$ cat src/rtl/mem_port_arbiter_if.sv
// Bundle of CPU, DMA and memory-side signals around the shared single-port memory.
// The slave modport is the arbiter's view; master is the requesters plus the memory.
interface mem_port_arbiter_if #(
  parameter int ADDR_W = 14
);
  logic              cpu_req;
  logic [3:0]        cpu_we;
  logic [ADDR_W-1:0] cpu_addr;
  logic [31:0]       cpu_wdata;
  logic              cpu_stall;
  logic              cpu_rvalid;
  logic [31:0]       cpu_rdata;

  logic              dma_req;
  logic              dma_lock;
  logic [3:0]        dma_we;
  logic [ADDR_W-1:0] dma_addr;
  logic [31:0]       dma_wdata;
  logic              dma_gnt;
  logic              dma_rvalid;
  logic [31:0]       dma_rdata;

  logic              mem_en;
  logic [3:0]        mem_we;
  logic [ADDR_W-1:0] mem_addr;
  logic [31:0]       mem_din;
  logic [31:0]       mem_dout;

  modport slave (
    input  cpu_req, cpu_we, cpu_addr, cpu_wdata,
    output cpu_stall, cpu_rvalid, cpu_rdata,
    input  dma_req, dma_lock, dma_we, dma_addr, dma_wdata,
    output dma_gnt, dma_rvalid, dma_rdata,
    output mem_en, mem_we, mem_addr, mem_din,
    input  mem_dout
  );

  modport master (
    output cpu_req, cpu_we, cpu_addr, cpu_wdata,
    input  cpu_stall, cpu_rvalid, cpu_rdata,
    output dma_req, dma_lock, dma_we, dma_addr, dma_wdata,
    input  dma_gnt, dma_rvalid, dma_rdata,
    input  mem_en, mem_we, mem_addr, mem_din,
    output mem_dout
  );
endinterface

$ cat src/rtl/mem_port_arbiter.sv
// Two-master arbiter for a single-port synchronous memory: CPU priority with DMA
// anti-starvation, bounded DMA burst locking, and a one-cycle read-return owner tag.
module mem_port_arbiter #(
  parameter int ADDR_W     = 14,
  parameter int STARVE_LIM = 4,
  parameter int LOCK_MAX   = 8
) (
  input  logic              clk,
  input  logic              rst,
  mem_port_arbiter_if.slave bus
);

  localparam int SW = $clog2(STARVE_LIM + 1);
  localparam int LW = $clog2(LOCK_MAX + 1);
  localparam logic [SW-1:0] STARVE_TOP = SW'(STARVE_LIM);
  localparam logic [LW-1:0] LOCK_TOP   = LW'(LOCK_MAX);

  typedef enum logic {ARB, LOCKED} state_t;

  state_t            state_q, state_d;
  logic [SW-1:0]     starve_cnt_q, starve_cnt_d;
  logic [LW-1:0]     lock_cnt_q, lock_cnt_d;
  logic              rd_vld_q, rd_vld_d;
  logic              rd_dma_q, rd_dma_d;
  logic              cpu_win, dma_win;
  logic [ADDR_W-1:0] addr_mux;

  // Grant decision and next state; nothing is granted while reset is asserted
  always_comb begin
    cpu_win      = 1'b0;
    dma_win      = 1'b0;
    state_d      = state_q;
    starve_cnt_d = starve_cnt_q;
    lock_cnt_d   = lock_cnt_q;
    if (rst) begin
      unique case (state_q)
        ARB: begin
          if (bus.cpu_req && bus.dma_req) begin
            if (starve_cnt_q == STARVE_TOP) dma_win = 1'b1;
            else                            cpu_win = 1'b1;
          end else if (bus.cpu_req) begin
            cpu_win = 1'b1;
          end else if (bus.dma_req) begin
            dma_win = 1'b1;
          end
          if (dma_win && bus.dma_lock && (LOCK_MAX > 1)) begin
            state_d    = LOCKED;
            lock_cnt_d = LW'(1);
          end
        end
        LOCKED: begin
          if (bus.dma_req) begin
            dma_win    = 1'b1;
            lock_cnt_d = lock_cnt_q + 1'b1;
            if (!bus.dma_lock || (lock_cnt_d == LOCK_TOP)) begin
              state_d    = ARB;
              lock_cnt_d = '0;
            end
          end else begin
            // DMA walked away: lock ends and the CPU may use the idle slot
            cpu_win    = bus.cpu_req;
            state_d    = ARB;
            lock_cnt_d = '0;
          end
        end
        default: state_d = ARB;
      endcase
      if (dma_win) begin
        starve_cnt_d = '0;
      end else if (bus.dma_req && cpu_win && (starve_cnt_q != STARVE_TOP)) begin
        starve_cnt_d = starve_cnt_q + 1'b1;
      end
    end
  end

  always_comb begin
    rd_vld_d = (cpu_win && (bus.cpu_we == 4'b0000)) || (dma_win && (bus.dma_we == 4'b0000));
    rd_dma_d = dma_win;
  end

  // Stage boundary: control state and read-return tag
  always_ff @(posedge clk) begin
    if (!rst) begin
      state_q      <= ARB;
      starve_cnt_q <= '0;
      lock_cnt_q   <= '0;
      rd_vld_q     <= 1'b0;
    end else begin
      state_q      <= state_d;
      starve_cnt_q <= starve_cnt_d;
      lock_cnt_q   <= lock_cnt_d;
      rd_vld_q     <= rd_vld_d;
    end
  end

  always_ff @(posedge clk) begin
    rd_dma_q <= rd_dma_d;
  end

  assign addr_mux = dma_win ? bus.dma_addr : bus.cpu_addr;

  assign bus.mem_en     = cpu_win | dma_win;
  assign bus.mem_we     = dma_win ? bus.dma_we : (cpu_win ? bus.cpu_we : 4'b0000);
  assign bus.mem_addr   = addr_mux;
  assign bus.mem_din    = dma_win ? bus.dma_wdata : bus.cpu_wdata;

  assign bus.cpu_stall  = rst & bus.cpu_req & ~cpu_win;
  assign bus.dma_gnt    = dma_win;
  assign bus.cpu_rvalid = rst & rd_vld_q & ~rd_dma_q;
  assign bus.dma_rvalid = rst & rd_vld_q & rd_dma_q;
  assign bus.cpu_rdata  = bus.mem_dout;
  assign bus.dma_rdata  = bus.mem_dout;

endmodule

$ cat src/flat_wrapper.sv
// flat-port wrapper written by rule: the top's interface ports become plain ports
module mem_port_arbiter_flat 
#(
  parameter int ADDR_W     = 14,
  parameter int STARVE_LIM = 4,
  parameter int LOCK_MAX   = 8
)
  (clk, rst, bus_cpu_req, bus_cpu_we, bus_cpu_addr, bus_cpu_wdata, bus_cpu_stall, bus_cpu_rvalid, bus_cpu_rdata, bus_dma_req, bus_dma_lock, bus_dma_we, bus_dma_addr, bus_dma_wdata, bus_dma_gnt, bus_dma_rvalid, bus_dma_rdata, bus_mem_en, bus_mem_we, bus_mem_addr, bus_mem_din, bus_mem_dout);
  mem_port_arbiter_if #(.ADDR_W(ADDR_W)) bus_i ();
  input  logic clk;
  input  logic rst;
  input wire logic [$bits(bus_i.cpu_req)-1:0] bus_cpu_req;
  input wire logic [$bits(bus_i.cpu_we)-1:0] bus_cpu_we;
  input wire logic [$bits(bus_i.cpu_addr)-1:0] bus_cpu_addr;
  input wire logic [$bits(bus_i.cpu_wdata)-1:0] bus_cpu_wdata;
  output wire logic [$bits(bus_i.cpu_stall)-1:0] bus_cpu_stall;
  output wire logic [$bits(bus_i.cpu_rvalid)-1:0] bus_cpu_rvalid;
  output wire logic [$bits(bus_i.cpu_rdata)-1:0] bus_cpu_rdata;
  input wire logic [$bits(bus_i.dma_req)-1:0] bus_dma_req;
  input wire logic [$bits(bus_i.dma_lock)-1:0] bus_dma_lock;
  input wire logic [$bits(bus_i.dma_we)-1:0] bus_dma_we;
  input wire logic [$bits(bus_i.dma_addr)-1:0] bus_dma_addr;
  input wire logic [$bits(bus_i.dma_wdata)-1:0] bus_dma_wdata;
  output wire logic [$bits(bus_i.dma_gnt)-1:0] bus_dma_gnt;
  output wire logic [$bits(bus_i.dma_rvalid)-1:0] bus_dma_rvalid;
  output wire logic [$bits(bus_i.dma_rdata)-1:0] bus_dma_rdata;
  output wire logic [$bits(bus_i.mem_en)-1:0] bus_mem_en;
  output wire logic [$bits(bus_i.mem_we)-1:0] bus_mem_we;
  output wire logic [$bits(bus_i.mem_addr)-1:0] bus_mem_addr;
  output wire logic [$bits(bus_i.mem_din)-1:0] bus_mem_din;
  input wire logic [$bits(bus_i.mem_dout)-1:0] bus_mem_dout;
  assign bus_i.cpu_req = bus_cpu_req;
  assign bus_i.cpu_we = bus_cpu_we;
  assign bus_i.cpu_addr = bus_cpu_addr;
  assign bus_i.cpu_wdata = bus_cpu_wdata;
  assign bus_cpu_stall = bus_i.cpu_stall;
  assign bus_cpu_rvalid = bus_i.cpu_rvalid;
  assign bus_cpu_rdata = bus_i.cpu_rdata;
  assign bus_i.dma_req = bus_dma_req;
  assign bus_i.dma_lock = bus_dma_lock;
  assign bus_i.dma_we = bus_dma_we;
  assign bus_i.dma_addr = bus_dma_addr;
  assign bus_i.dma_wdata = bus_dma_wdata;
  assign bus_dma_gnt = bus_i.dma_gnt;
  assign bus_dma_rvalid = bus_i.dma_rvalid;
  assign bus_dma_rdata = bus_i.dma_rdata;
  assign bus_mem_en = bus_i.mem_en;
  assign bus_mem_we = bus_i.mem_we;
  assign bus_mem_addr = bus_i.mem_addr;
  assign bus_mem_din = bus_i.mem_din;
  assign bus_i.mem_dout = bus_mem_dout;
  mem_port_arbiter #(.ADDR_W(ADDR_W), .STARVE_LIM(STARVE_LIM), .LOCK_MAX(LOCK_MAX)) u_core (.clk(clk), .rst(rst), .bus(bus_i));
endmodule
$ cat config.mk
export PLATFORM = sky130hd
export DESIGN_NAME = mem_port_arbiter_flat
export DESIGN_NICKNAME = d
export VERILOG_FILES = /design/src/rtl/mem_port_arbiter_if.sv /design/src/rtl/mem_port_arbiter.sv /design/src/flat_wrapper.sv
export SDC_FILE = /design/constraint.sdc
export NUM_CORES = 1
export LEC_CHECK = 0
export ABC_AREA = 1
export CORE_AREA = 5 5 96 98
export CTS_BUF_LIST = sky130_fd_sc_hd__clkbuf_4 sky130_fd_sc_hd__clkbuf_8
export CTS_CLUSTER_DIAMETER = 80
export DETAILED_ROUTE_END_ITERATION = 8
export DIE_AREA = 0 0 101 103
export PLACE_DENSITY = 0.8
export SLEW_MARGIN = 40
export SYNTH_ARGS = -nofsm -noshare
export SYNTH_HDL_FRONTEND = slang
export SYNTH_SLANG_ARGS = --single-unit
$ cat constraint.sdc
create_clock -name clk -period 1.7 [get_ports clk]
set_clock_uncertainty 0.2 [all_clocks]
set_input_delay 0.17 -clock clk [delete_from_list [all_inputs] [get_ports clk]]
set_output_delay 0.17 -clock clk [all_outputs]
set_load 0.01 [all_outputs]
# Word-level counts from Yosys, hierarchy flattened

Index checks and enable logic that the tools add are counted.

Register bits: 10
Bits of input ports: 137
Output and inout port bits: 119
Logic and storage cells: 61

Add/sub/neg operators: 2
Equal/unequal tests: 4
Multiplexer cells: 28
Bitwise gates (word level): 10
Reductions and logical operators: 12

Operator list:

| cell                  | number |
|---|---|
| $mux W32              | 1 |
| $mux W4               | 5 |
| $mux W1               | 17 |
| $mux W14              | 1 |
| $logic_not A4 Y1      | 2 |
| $pmux W4 S2           | 1 |
| $logic_and A1 B1 Y1   | 6 |
| $pmux W1 S2           | 3 |
| $and A1 B1 Y1         | 5 |
| $add A4 B1 Y4 const B | 1 |
| $eq A4 B4 Y1 const B  | 1 |
| $not A1 Y1            | 4 |
| $add A3 B1 Y3 const B | 1 |
| $eq A3 B3 Y1 const B  | 1 |
| $ne A3 B3 Y1 const B  | 1 |
| $logic_or A1 B1 Y1    | 2 |
| $ne A2 B1 Y1 const B  | 1 |
| $reduce_or A2 Y1      | 1 |
| $logic_not A1 Y1      | 1 |
| $or A1 B1 Y1          | 1 |

# Longest topological paths before layout

Depth in word-level cells: 10
Depth in mapped cells: 9
Mapped depth without buffers: 8

# Worst setup path before layout

Ideal clock, no wire load.

Path type: reg-to-output
From: reg u_core.starve_cnt_q[0]
To: out bus_mem_we[3]
Arrival: 1,347 ps
Required time: 1,330 ps
Slack: -17 ps
Stages on the path, launching flop included: 8
Cell sequence: dfxtp_1 -> inv_1 -> ha_1 -> nand2_2 -> a21boi_0 -> nor2_1 -> inv_1 -> o21ai_0

Longest elaborated chain between the ends: 9

RTL lines:

| item                     | RTL line                | RTL |
|---|---|---|
| start: declaration       | mem_port_arbiter.sv:21  | `logic [SW-1:0] starve_cnt_q, starve_cnt_d;` |
| start signal: assignment | mem_port_arbiter.sv:90  | `starve_cnt_q <= starve_cnt_d;` |
| $eq A3 B3 Y1 *           | mem_port_arbiter.sv:39  | `if (starve_cnt_q == STARVE_TOP) dma_win = 1'b1;` |
| $mux W1                  | mem_port_arbiter.sv:39  |  |
| $mux W1                  | mem_port_arbiter.sv:38  | `if (bus.cpu_req && bus.dma_req) begin` |
| $mux W1                  | mem_port_arbiter.sv:36  | `unique case (state_q)` |
| $mux W1                  | mem_port_arbiter.sv:35  | `if (rst) begin` |
| $pmux W1 S2              | mem_port_arbiter.sv:36  |  |
| $mux W1 (2 in a row)     | mem_port_arbiter.sv:35  |  |
| $mux W4 *                | mem_port_arbiter.sv:103 | `assign bus.mem_we = dma_win ? bus.dma_we : (cpu_win ? bus.cpu_we : 4'b0000);` |
| end: declaration         | flat_wrapper.sv:28      | `output wire logic [$bits(bus_i.mem_we)-1:0] bus_mem_we;` |

Mark *: on every way between the ends. The rest lies on a longest branch, timed or not. The select of a mux whose other input is x is not followed.

# Worst setup path in the final report

From: reg u_core.starve_cnt_q[1]
To: out bus_mem_din[7]

Longest elaborated chain between the ends: 9

RTL lines:

| item                 | RTL line                | RTL |
|---|---|---|
| $eq A3 B3 Y1         | mem_port_arbiter.sv:39  |  |
| $mux W1              | mem_port_arbiter.sv:39  |  |
| $mux W1              | mem_port_arbiter.sv:38  |  |
| $mux W1              | mem_port_arbiter.sv:36  |  |
| $mux W1              | mem_port_arbiter.sv:35  |  |
| $pmux W1 S2          | mem_port_arbiter.sv:36  |  |
| $mux W1 (2 in a row) | mem_port_arbiter.sv:35  |  |
| $mux W32             | mem_port_arbiter.sv:105 | `assign bus.mem_din = dma_win ? bus.dma_wdata : bus.cpu_wdata;` |
| end: declaration     | flat_wrapper.sv:30      | `output wire logic [$bits(bus_i.mem_din)-1:0] bus_mem_din;` |

Every way passes these cells. The select of a mux whose other input is x is not followed.

==> results by stage <==
Outcome:
- The flow ran to the end, but the final reports show violations.
- The checks that failed: negative setup slack.

Logic synthesis:
- In this run, synthesis produced a sequential element count of 10.
- The area share of the leading cell type in the synthesized netlist is between 30 and 40%.
- The mapped cell area is between 0.0015 and 0.002 sq mm.
- Of all cell types, the one taking the most synthesized area is nand2_1.
- The number of nets handed over by synthesis was about 450.
- Synthesis instantiated 21 different standard cells from the library.
- In the post-synthesis netlist, the biggest area contributors are nand2_1 (38%), buf_4 (29%), dfxtp_1 (12%).
- The Yosys step of the flow raised 0 warnings.
- After synthesis, the mean cell area works out to roughly 5.5 sq um.
- The post-synthesis sequential area ratio is 11.7%.
- The count of mapped cells out of synthesis is approximately 310.

STA:
- The setup slack after layout is -0.343 ns.
- The maximum achievable frequency is 0.489 GHz.
- The final clock period utilization by the worst path is 120%.
- For the pin with the worst max-slew slack, the measured transition is between 0.5 and 0.6 ns.
- Setup violations remaining at the end of the flow were counted as 54.
- For the final routed database, the setup TNS stands at -15.45 ns.
- The clock period minus worst slack is between 2 and 2.5 ns.
- The final max-slew violation count is 0.
- Setup repair after global routing could not meet its margin everywhere.
- The max-slew headroom at the worst pin is between 60% and 70%.
- The hold violation total from the final report is 0.

Clocking:
- The clock sink count is 10.
- After clock tree synthesis, the clock-pin slew on the worst setup and hold paths is ~0.050 ns.
- The clock tree from TritonCTS is built.
- The clock latency on the worst-skew pair is ~0.23 ns.
- The root buffer cell chosen for the clock tree is clkbuf_8.
- The maximum number of buffers from clock root to sink is 2.
- Buffers inserted during clock tree synthesis total 3.
- CTS built an H-tree with a depth of 1.

Floorplan:
- The initial core utilization is 20.5%.
- The core box area is 0.00838 sq mm.
- The die covers 0.0104 sq mm.
- The y dimension of the die is between 100 and 150 microns.
- The initialized floorplan defines 34 standard-cell rows.
- In this run the horizontal extent of the chip is between 100 and 150 microns.
- The number of top-level pins is around 260.

Detailed routing:
- Before antenna repair, the detailed router went through 4 iterations.
- The average wire length per cell after detail routing is 13.9 microns.
- The number of nets with antenna violations after routing is 0.
- After detailed routing, the number of remaining DRC violations is 0.
- The via count normalized by instance count is around 4.1.
- Across all layers, the routed design uses 2252 vias.
- The count of routing violations after the opening detailed-route iteration is 31.
- Wires add up to ~7600 microns.

Placed design:
- The half-perimeter wire length after placement is between 5000 and 6000 microns.
- Timing analysis after detailed placement gives a worst setup slack of -0.703 ns.
- Port buffering added around 160 buffers.
- Routability-driven placement finished with a final weighted congestion of roughly 0.79.

Run:
- The number of max-cap violations is 0.

Worst setup path:
- In this design, the critical path's most frequently occurring cell is buf_12.
- The setup path with the least slack is of type flip-flop to output pin.
- The largest single stage delay on the critical path is around 0.33 ns.
- Data on the critical path arrives at its endpoint at roughly 1.7 ns.
- The top fanout value on the critical path is 7.
- STA classifies the critical path startpoint as a flip-flop.
- The critical path goes through inv_2, ha_4, nand2_4, nand4_4, nand3_4, buf_12, inv_8, buf_12, buf_12, nand2_2, nand2_1, buf_2.
- STA puts the critical path data required time at ~1.3 ns.
- The worst setup path is captured at an output pin.
- The highest-delay cell along the critical path is dfxtp_2.

GRT:
- Across every metal layer, demand over resource in global routing totals 12.4%.
- The via count of the first global-routing pass is about 2200.
- The first global-routing pass estimated around 10000 microns of wire.
- The number of antenna violations at the first check in global routing is 0.
- The total overflow left after global routing is 0.
- Entering global routing, the biggest net connects 16 pins.

Power:
- The maximum VDD drop is approximately 190 uV.
- Sequential cells burn a little under a fifth of the power.
- The total power divided by cell area is between 300 and 400 mW/mm^2.
- The net switching share of the total power is between 30% and 40%.
- The internal power is roughly 0.00090 W.
- The clock network accounts for around 23% of the total power.
- The logic gate share of total power is about three fifths.
- The leakage power figure is around 1.7 nW.
- Summed over all nets, the switching power comes to between 0.0004 and 0.0005 W.

Finish:
- The utilization of the core after routing is ~40%.
- The share of layout cells above drive strength 1 is 33.5%.
- The antenna diode instance count is 0.
- Compared with the post-synthesis result, the final layout area differs by 96.5%.
- The net count of the finished layout is about 580.

Hold path:
- The worst min-delay path class is primary input to output pin.
## cell families (layout without fill, tap and decap cells)
logic type	after synthesis	in the layout	share of synthesized area, %
AOI/OAI and AO/OA	11	11	3.43
adders and majority gates	4	4	2.92
xor gates and xnor gates	1	1	0.511
DFF	10	10	11.7
and+or+nand+nor	194	194	44.9
buffers and inverters	91	219	36.5
## through the flow
| stage | cells | hold slack, ns | power (W) | cell area [sq um] |
|---|---|---|---|---|
| 6_report | 547 | 0.140 | 0.00131 | 3370 |
| 5_1_grt | 547 | 0.140 | 0.00138 | 3370 |
| 4_1_cts | 544 | 0.140 | 0.00129 | 3280 |
| 3_5_place_dp | 520 | 0.140 | 0.000973 | 3050 |
| 3_3_place_gp | 520 | 0.140 | 0.000963 | 3050 |
| 2_1_floorplan | 311 | 0.108 | 0.000622 | 1720 |
## Yosys cell counts
cell      count
a21boi_0      1
a21oi_1       7
a31oi_1       1
buf_2         3
buf_4        67
buf_6         4
dfxtp_1      10
ha_1          4
inv_1        15
inv_2         2
nand2_1     173
nand2_2       1
nand3_1       8
nand3_2       1
nand4_1       1
nand4_4       1
nor2_1        7
nor3_1        1
nor4_1        1
o21ai_0       2
xor2_1        1
## routing by layer
layer	GRT usage, %	vias up	routed length, microns
li1	-	1136	-
met1	13.0	982	2730
met5	0	-	0
met3	2.98	31	635
met2	23.8	103	4030
met4	5.11	0	219
## power by group through the flow
| stage | Combinational, W | Clock (W) | Sequential (W) |
|---|---|---|---|
| finish | 0.000766 | 0.000297 | 0.000245 |
| detailed placement | 0.000724 | 0 | 0.000249 |
| floorplan | 0.000374 | 0 | 0.000248 |
| CTS | 0.000748 | 0.000303 | 0.000244 |
| global route | 0.000825 | 0.000313 | 0.000245 |
| global placement | 0.000715 | 0 | 0.000248 |
## sequential cells by signal (all words and copies together), names as in the netlist
signal,cells
u_core.rd_vld_q,1
u_core.starve_cnt_q,3
u_core.rd_dma_q,1
u_core.lock_cnt_q,4
u_core.state_q,1
## critical path, delay by kind of cell (launching register included)
family / cells / cell delay, ns
buf+inv: 6 / 0.60
simple gates: 5 / 0.35
flops: 1 / 0.33
fa+ha+maj: 1 / 0.15
## cell usage in the layout (no fill, tap or decap), types with 2 or more instances in the layout
| cell | n |
|---|---|
| nand2_1 | 137 |
| clkdlybuf4s50_1 | 104 |
| buf_2 | 49 |
| nand2_2 | 32 |
| buf_4 | 19 |
| inv_1 | 13 |
| buf_6 | 10 |
| nand3_1 | 8 |
| buf_12 | 8 |
| dfxtp_1 | 8 |
| a21oi_1 | 7 |
| nand2_4 | 5 |
| nor2_1 | 5 |
| clkbuf_8 | 4 |
| buf_16 | 4 |
| inv_2 | 3 |
| ha_1 | 3 |
| dfxtp_2 | 2 |
## final cells by class
| type | instances | area, sq um |
|---|---|---|
| Sequential cell | 10 | 203 |
| Timing Repair Buffer | 198 | 1870 |
| Tap cell | 108 | 135 |
| Clock buffer | 4 | 55.1 |
| Multi-Input combinational cell | 210 | 1040 |
| Inverter | 17 | 71.3 |
| Fill cell | 854 | 5010 |
## timing repair
action / in CTS / in global routing
resized for setup: 261 / 29
pin swaps: 5 / 2
setup endpoints to repair: 55 / 56
hold buffers: 0 / 0
gates cloned: 5 / 1
buffers inserted: 16 / 3
## worst paths after layout
path / from / end / slack (ns) / depth (start not counted)
worst min register to register: u_core.lock_cnt_q[3] / u_core.lock_cnt_q[3] / 0.31 / 2
worst min-delay path: bus_mem_dout[30] / bus_dma_rdata[30] / 0.14 / 0
worst max register to register: u_core.starve_cnt_q[1] / u_core.rd_vld_q / -0.02 / 12
worst max-delay path: u_core.starve_cnt_q[1] / bus_mem_din[7] / -0.34 / 12
No activity file was read; power rests on OpenSTA's default activity.
==> variant 1, RTL diff (config.mk and constraints unchanged) <==
`ADDR_W` is set to 14 in 3 places; all go to 15.
--- a/src/rtl/mem_port_arbiter_if.sv
+++ b/src/rtl/mem_port_arbiter_if.sv
@@ -2,5 +2,5 @@
 // The slave modport is the arbiter's view; master is the requesters plus the memory.
 interface mem_port_arbiter_if #(
-  parameter int ADDR_W = 14
+  parameter int ADDR_W = 15
 );
   logic              cpu_req;
--- a/src/rtl/mem_port_arbiter.sv
+++ b/src/rtl/mem_port_arbiter.sv
@@ -2,5 +2,5 @@
 // anti-starvation, bounded DMA burst locking, and a one-cycle read-return owner tag.
 module mem_port_arbiter #(
-  parameter int ADDR_W     = 14,
+  parameter int ADDR_W     = 15,
   parameter int STARVE_LIM = 4,
   parameter int LOCK_MAX   = 8
--- a/src/flat_wrapper.sv
+++ b/src/flat_wrapper.sv
@@ -2,5 +2,5 @@
 module mem_port_arbiter_flat 
 #(
-  parameter int ADDR_W     = 14,
+  parameter int ADDR_W     = 15,
   parameter int STARVE_LIM = 4,
   parameter int LOCK_MAX   = 8
Interface: changed (resized bus_cpu_addr, bus_dma_addr and bus_mem_addr); port bits go from 256 to 259. No check against the original RTL was run, so the function may have changed too.
==> variant 1 against the unedited design <==
The flow still finishes with violations (setup timing); clock power grew 4%; worst setup slack lost 0.013 ns; power increased by 7.3%; wire length is 8.8% higher; area after synthesis up 1.0%; final area rose by 5.5%; via count increased by 2.1%; sequential cell count unchanged; largest power group unchanged; highest routed layer unchanged.
==> variant 1: results <==
group,metric,value,unit
outcome,status,"complete, but fails checks",
outcome,failed_checks,"setup timing",
logic_synthesis,synth_area_per_cell,5.52,µm²
sta,tightest_slew,0.352,ns
detailed_routing,vias,2300,
sta,fin_ws,-0.356,ns
grt,grtUsageTotal,14.7,%
logic_synthesis,synth_seq_area_share,11.6,%
grt,grt_pass1_wl,12.0,mm
detailed_routing,viasPerCell,4.20,
finish,nets,584,
finish,fillCellCount,843,
logic_synthesis,synth.area.top_cells,"nand2_1 (38%), buf_4 (28%), dfxtp_1 (12%)",
place,gp_congestion,0.796,
sta,setup_viol,55,
logic_synthesis,synth_cell_types,20,
worst_setup_path,critPathMaxFanout,5,
clocking,worstSkewPairLatency,0.24,ns
logic_synthesis,synth_fp_nets,457,
detailed_routing,wl_per_cell,15.1,µm
place,place_ws,-0.717,ns
worst_setup_path,startpoint,"u_core.starve_cnt_q[0]",
place,dp.cells,527,
pwr,powerDensity,394,nW/µm²
worst_setup_path,r2r_cells,11,
pwr,p_clk_share,22.1,%
clocking,clkTransAtPathRegs,0.05,ns
grt,grt_max_degree,17,
place,place_area,3090,µm²
worst_setup_path,arrival,1.69,ns
logic_synthesis,synth_commonest_cells,"nand2_1 (177), buf_4 (64), inv_1 (15), dfxtp_1 (10)",
place,io_buffers,162,
worst_setup_path,reg2reg_slack,-0.03,ns
hold_path,hp-start,"bus_mem_dout[18]",
worst_setup_path,crit_path_end,"bus_mem_din[17]",
pwr,vdd_drop_max,0.177,mV
sta,finalSetupTns,-16.82,ns
pwr,total_leakage_power,1.77,nW
finish,drive_above_1_share,38.2,%
pwr,switchingPower,0.457,mW
place,dp_hpwl,5.91,mm
hold_path,hold_path_end,"bus_cpu_rdata[18]",
## variant 1: final cells by class
cell class                 count  share of cell area (%)
tap                          108                    3.80
clock buffer                   4                    1.55
inverter                      17                    2.00
sequential                    10                    5.70
multi-input combinational    213                    32.2
timing repair buffer         196                    54.7
## variant 1: cells by family (layout without fill, tap and decap cells)
logic type,after synthesis,in the layout,synth area share [%]
AO/OA/AOI/OAI,11,11,3.39
XOR/XNOR,1,1,0.506
AND/OR/NAND/NOR,197,197,44.5
flip-flops,10,10,11.6
buffers and inverters,91,217,37.2
adder cells (fa/ha/maj),4,4,2.89
## variant 1: what timing repair did
item | in CTS | in global routing
setup endpoints to repair | 56 | 58
gates cloned | 7 | 1
gates resized for setup | 287 | 57
setup buffers | 7 | 6
pin swaps | 8 | 10
## variant 1: metal layers
metal	vias to the layer above	track usage, %	wire length (µm)
met5	-	0	0
met3	5	4.06	677
met4	0	1.94	35
met2	126	28.7	4620
li1	1140	-	-
met1	1029	16.1	2940
==> variant 2, RTL diff (same settings) <==
Without the edit above. Reset style: asynchronous (`rst`), changed in one clocked block.
--- a/src/rtl/mem_port_arbiter.sv
+++ b/src/rtl/mem_port_arbiter.sv
@@ -80,5 +80,5 @@
 
   // Stage boundary: control state and read-return tag
-  always_ff @(posedge clk) begin
+  always_ff @(posedge clk or negedge rst) begin
     if (!rst) begin
       state_q      <= ARB;
Formal check against the unedited RTL: same outputs for any inputs over 10 cycles, from zero or initial values and one cycle with rst low; that may be too few to reach the edited logic, so the function may still have changed.
==> variant 2 against the unedited design <==
The run still ends with setup timing left; largest power group unchanged; global-route usage up 0.94 points; sequential share of layout area up 1.3 points; sequential cell count unchanged; maximum frequency up 0.25%; final area down 1.0%; critical path depth down 1; area after synthesis up 1.2%; wire length up 1.0%; worst setup slack better by 0.0051 ns; core utilization down 0.40 points; power up 29%; count of clock-buffer cells in the layout unchanged.
==> variant 2: results <==
group,metric,value,unit
outcome,status,"complete, but fails checks",
outcome,failed_checks,"setup timing",
grt,grt_max_degree,20,
worst_setup_path,cp_slowest_cell,"dfrtp_1",
logic_synthesis,synth_xor_area_share,0.504,%
place,gp_congestion,0.803,
finish,drive_above_1_share,31.2,%
place,dp.cells,515,
logic_synthesis,synth.area.top_cells,"nand2_1 (35%), buf_4 (29%), dfrtp_1 (13%)",
hold_path,hp-start,"bus_mem_dout[19]",
pwr,switchingPower,0.606,mW
finish,top_regs,"u_core.lock_cnt_q (4), u_core.starve_cnt_q (3)",
pwr,p_clk,0.270,mW
worst_setup_path,max_stage_delay,0.38,ns
pwr,powerDensity,504,nW/µm²
place,place_ws,-0.567,ns
detailed_routing,viasPerCell,4.14,
finish,antenna_cells,0,
sta,tightest_slew,0.318,ns
pwr,vdd_drop_max,0.260,mV
finish,stdcell_count,538,
logic_synthesis,synth_cell_types,25,
worst_setup_path,r2r_cells,10,
grt,grtUsageTotal,13.4,%
worst_setup_path,r2r_start,"u_core.starve_cnt_q[1]",
logic_synthesis,synthArstFlopShare,90.0,%
grt,grt_pass1_vias,2311,
grt,antenna_found_initial,0,
sta,fin_ws,-0.338,ns
clocking,clkTransAtPathRegs,0.04,ns
sta,finalSetupTns,-13.65,ns
logic_synthesis,synthMuxAreaShare,0,%
worst_setup_path,arrival,1.67,ns
logic_synthesis,synth_commonest_cells,"nand2_1 (164), buf_4 (68), inv_1 (13), dfrtp_1 (9), o21ai_0 (7)",
finish,nets,572,
finish,fillCellCount,847,
worst_setup_path,reg2reg_slack,0.10,ns
hold_path,hold_path_end,"bus_dma_rdata[19]",
place,dp_hpwl,6.04,mm
worst_setup_path,r2r-end,"u_core.rd_vld_q",
logic_synthesis,synth-main-ff-cell,"dfrtp_1",
place,io_buffers,159,
sta,whs,0.140,ns
place,place_area,3100,µm²
logic_synthesis,synth_seq_area_share,14.1,%
grt,grt_pass1_wl,11.2,mm
sta,slew_viol_final,0,
logic_synthesis,synth_compound_area_share,4.18,%
detailed_routing,first_iter_violations,42,
logic_synthesis,synth_fp_nets,442,
pwr,total_leakage_power,1.72,nW
worst_setup_path,critPathMaxFanout,4,
sta,setup_viol,52,
logic_synthesis,synth_area_per_cell,5.77,µm²
pwr,sequentialPowerShare,19.1,%
detailed_routing,wirelength,7.69,mm
worst_setup_path,cp_top_family,"buffers and inverters",
hold_path,holdPathStages,0,
logic_synthesis,synthAdderAreaFrac,2.88,%
-- variant 2: changes by cell type in the layout (fill, tap and decap cells not counted), sizes merged, moves of 3 or more --
| cell | delta |
|---|---|
| dfxtp | -9 |
| dfrtp | +9 |
| o21ai | +5 |
| a22o | +3 |
| a21oi | -6 |
| nand2 | -8 |
| buf | -3 |
-- variant 2: final cells by class --
type                       count  area, µm²  area share, %
timing repair buffer         199       1840           55.2
multi-input combinational    201       1000           30.0
sequential                    10        245           7.35
tap                          108        135           4.05
inverter                      16       63.8           1.91
clock buffer                   4       48.8           1.46
-- variant 2: what timing repair did --
item	CTS	global route
hold buffers	2	0
buffers inserted	11	3
setup endpoints to repair	56	57
hold endpoints to repair	9	0
cloned	3	1
pin swaps	14	7
resized for setup	243	34
-- variant 2: metal layers --
layer / wire (µm) / track usage [%]
met5: 0 / 0
met4: 116 / 2.86
met3: 654 / 4.19
met2: 4230 / 25.6
met1: 2680 / 14.4
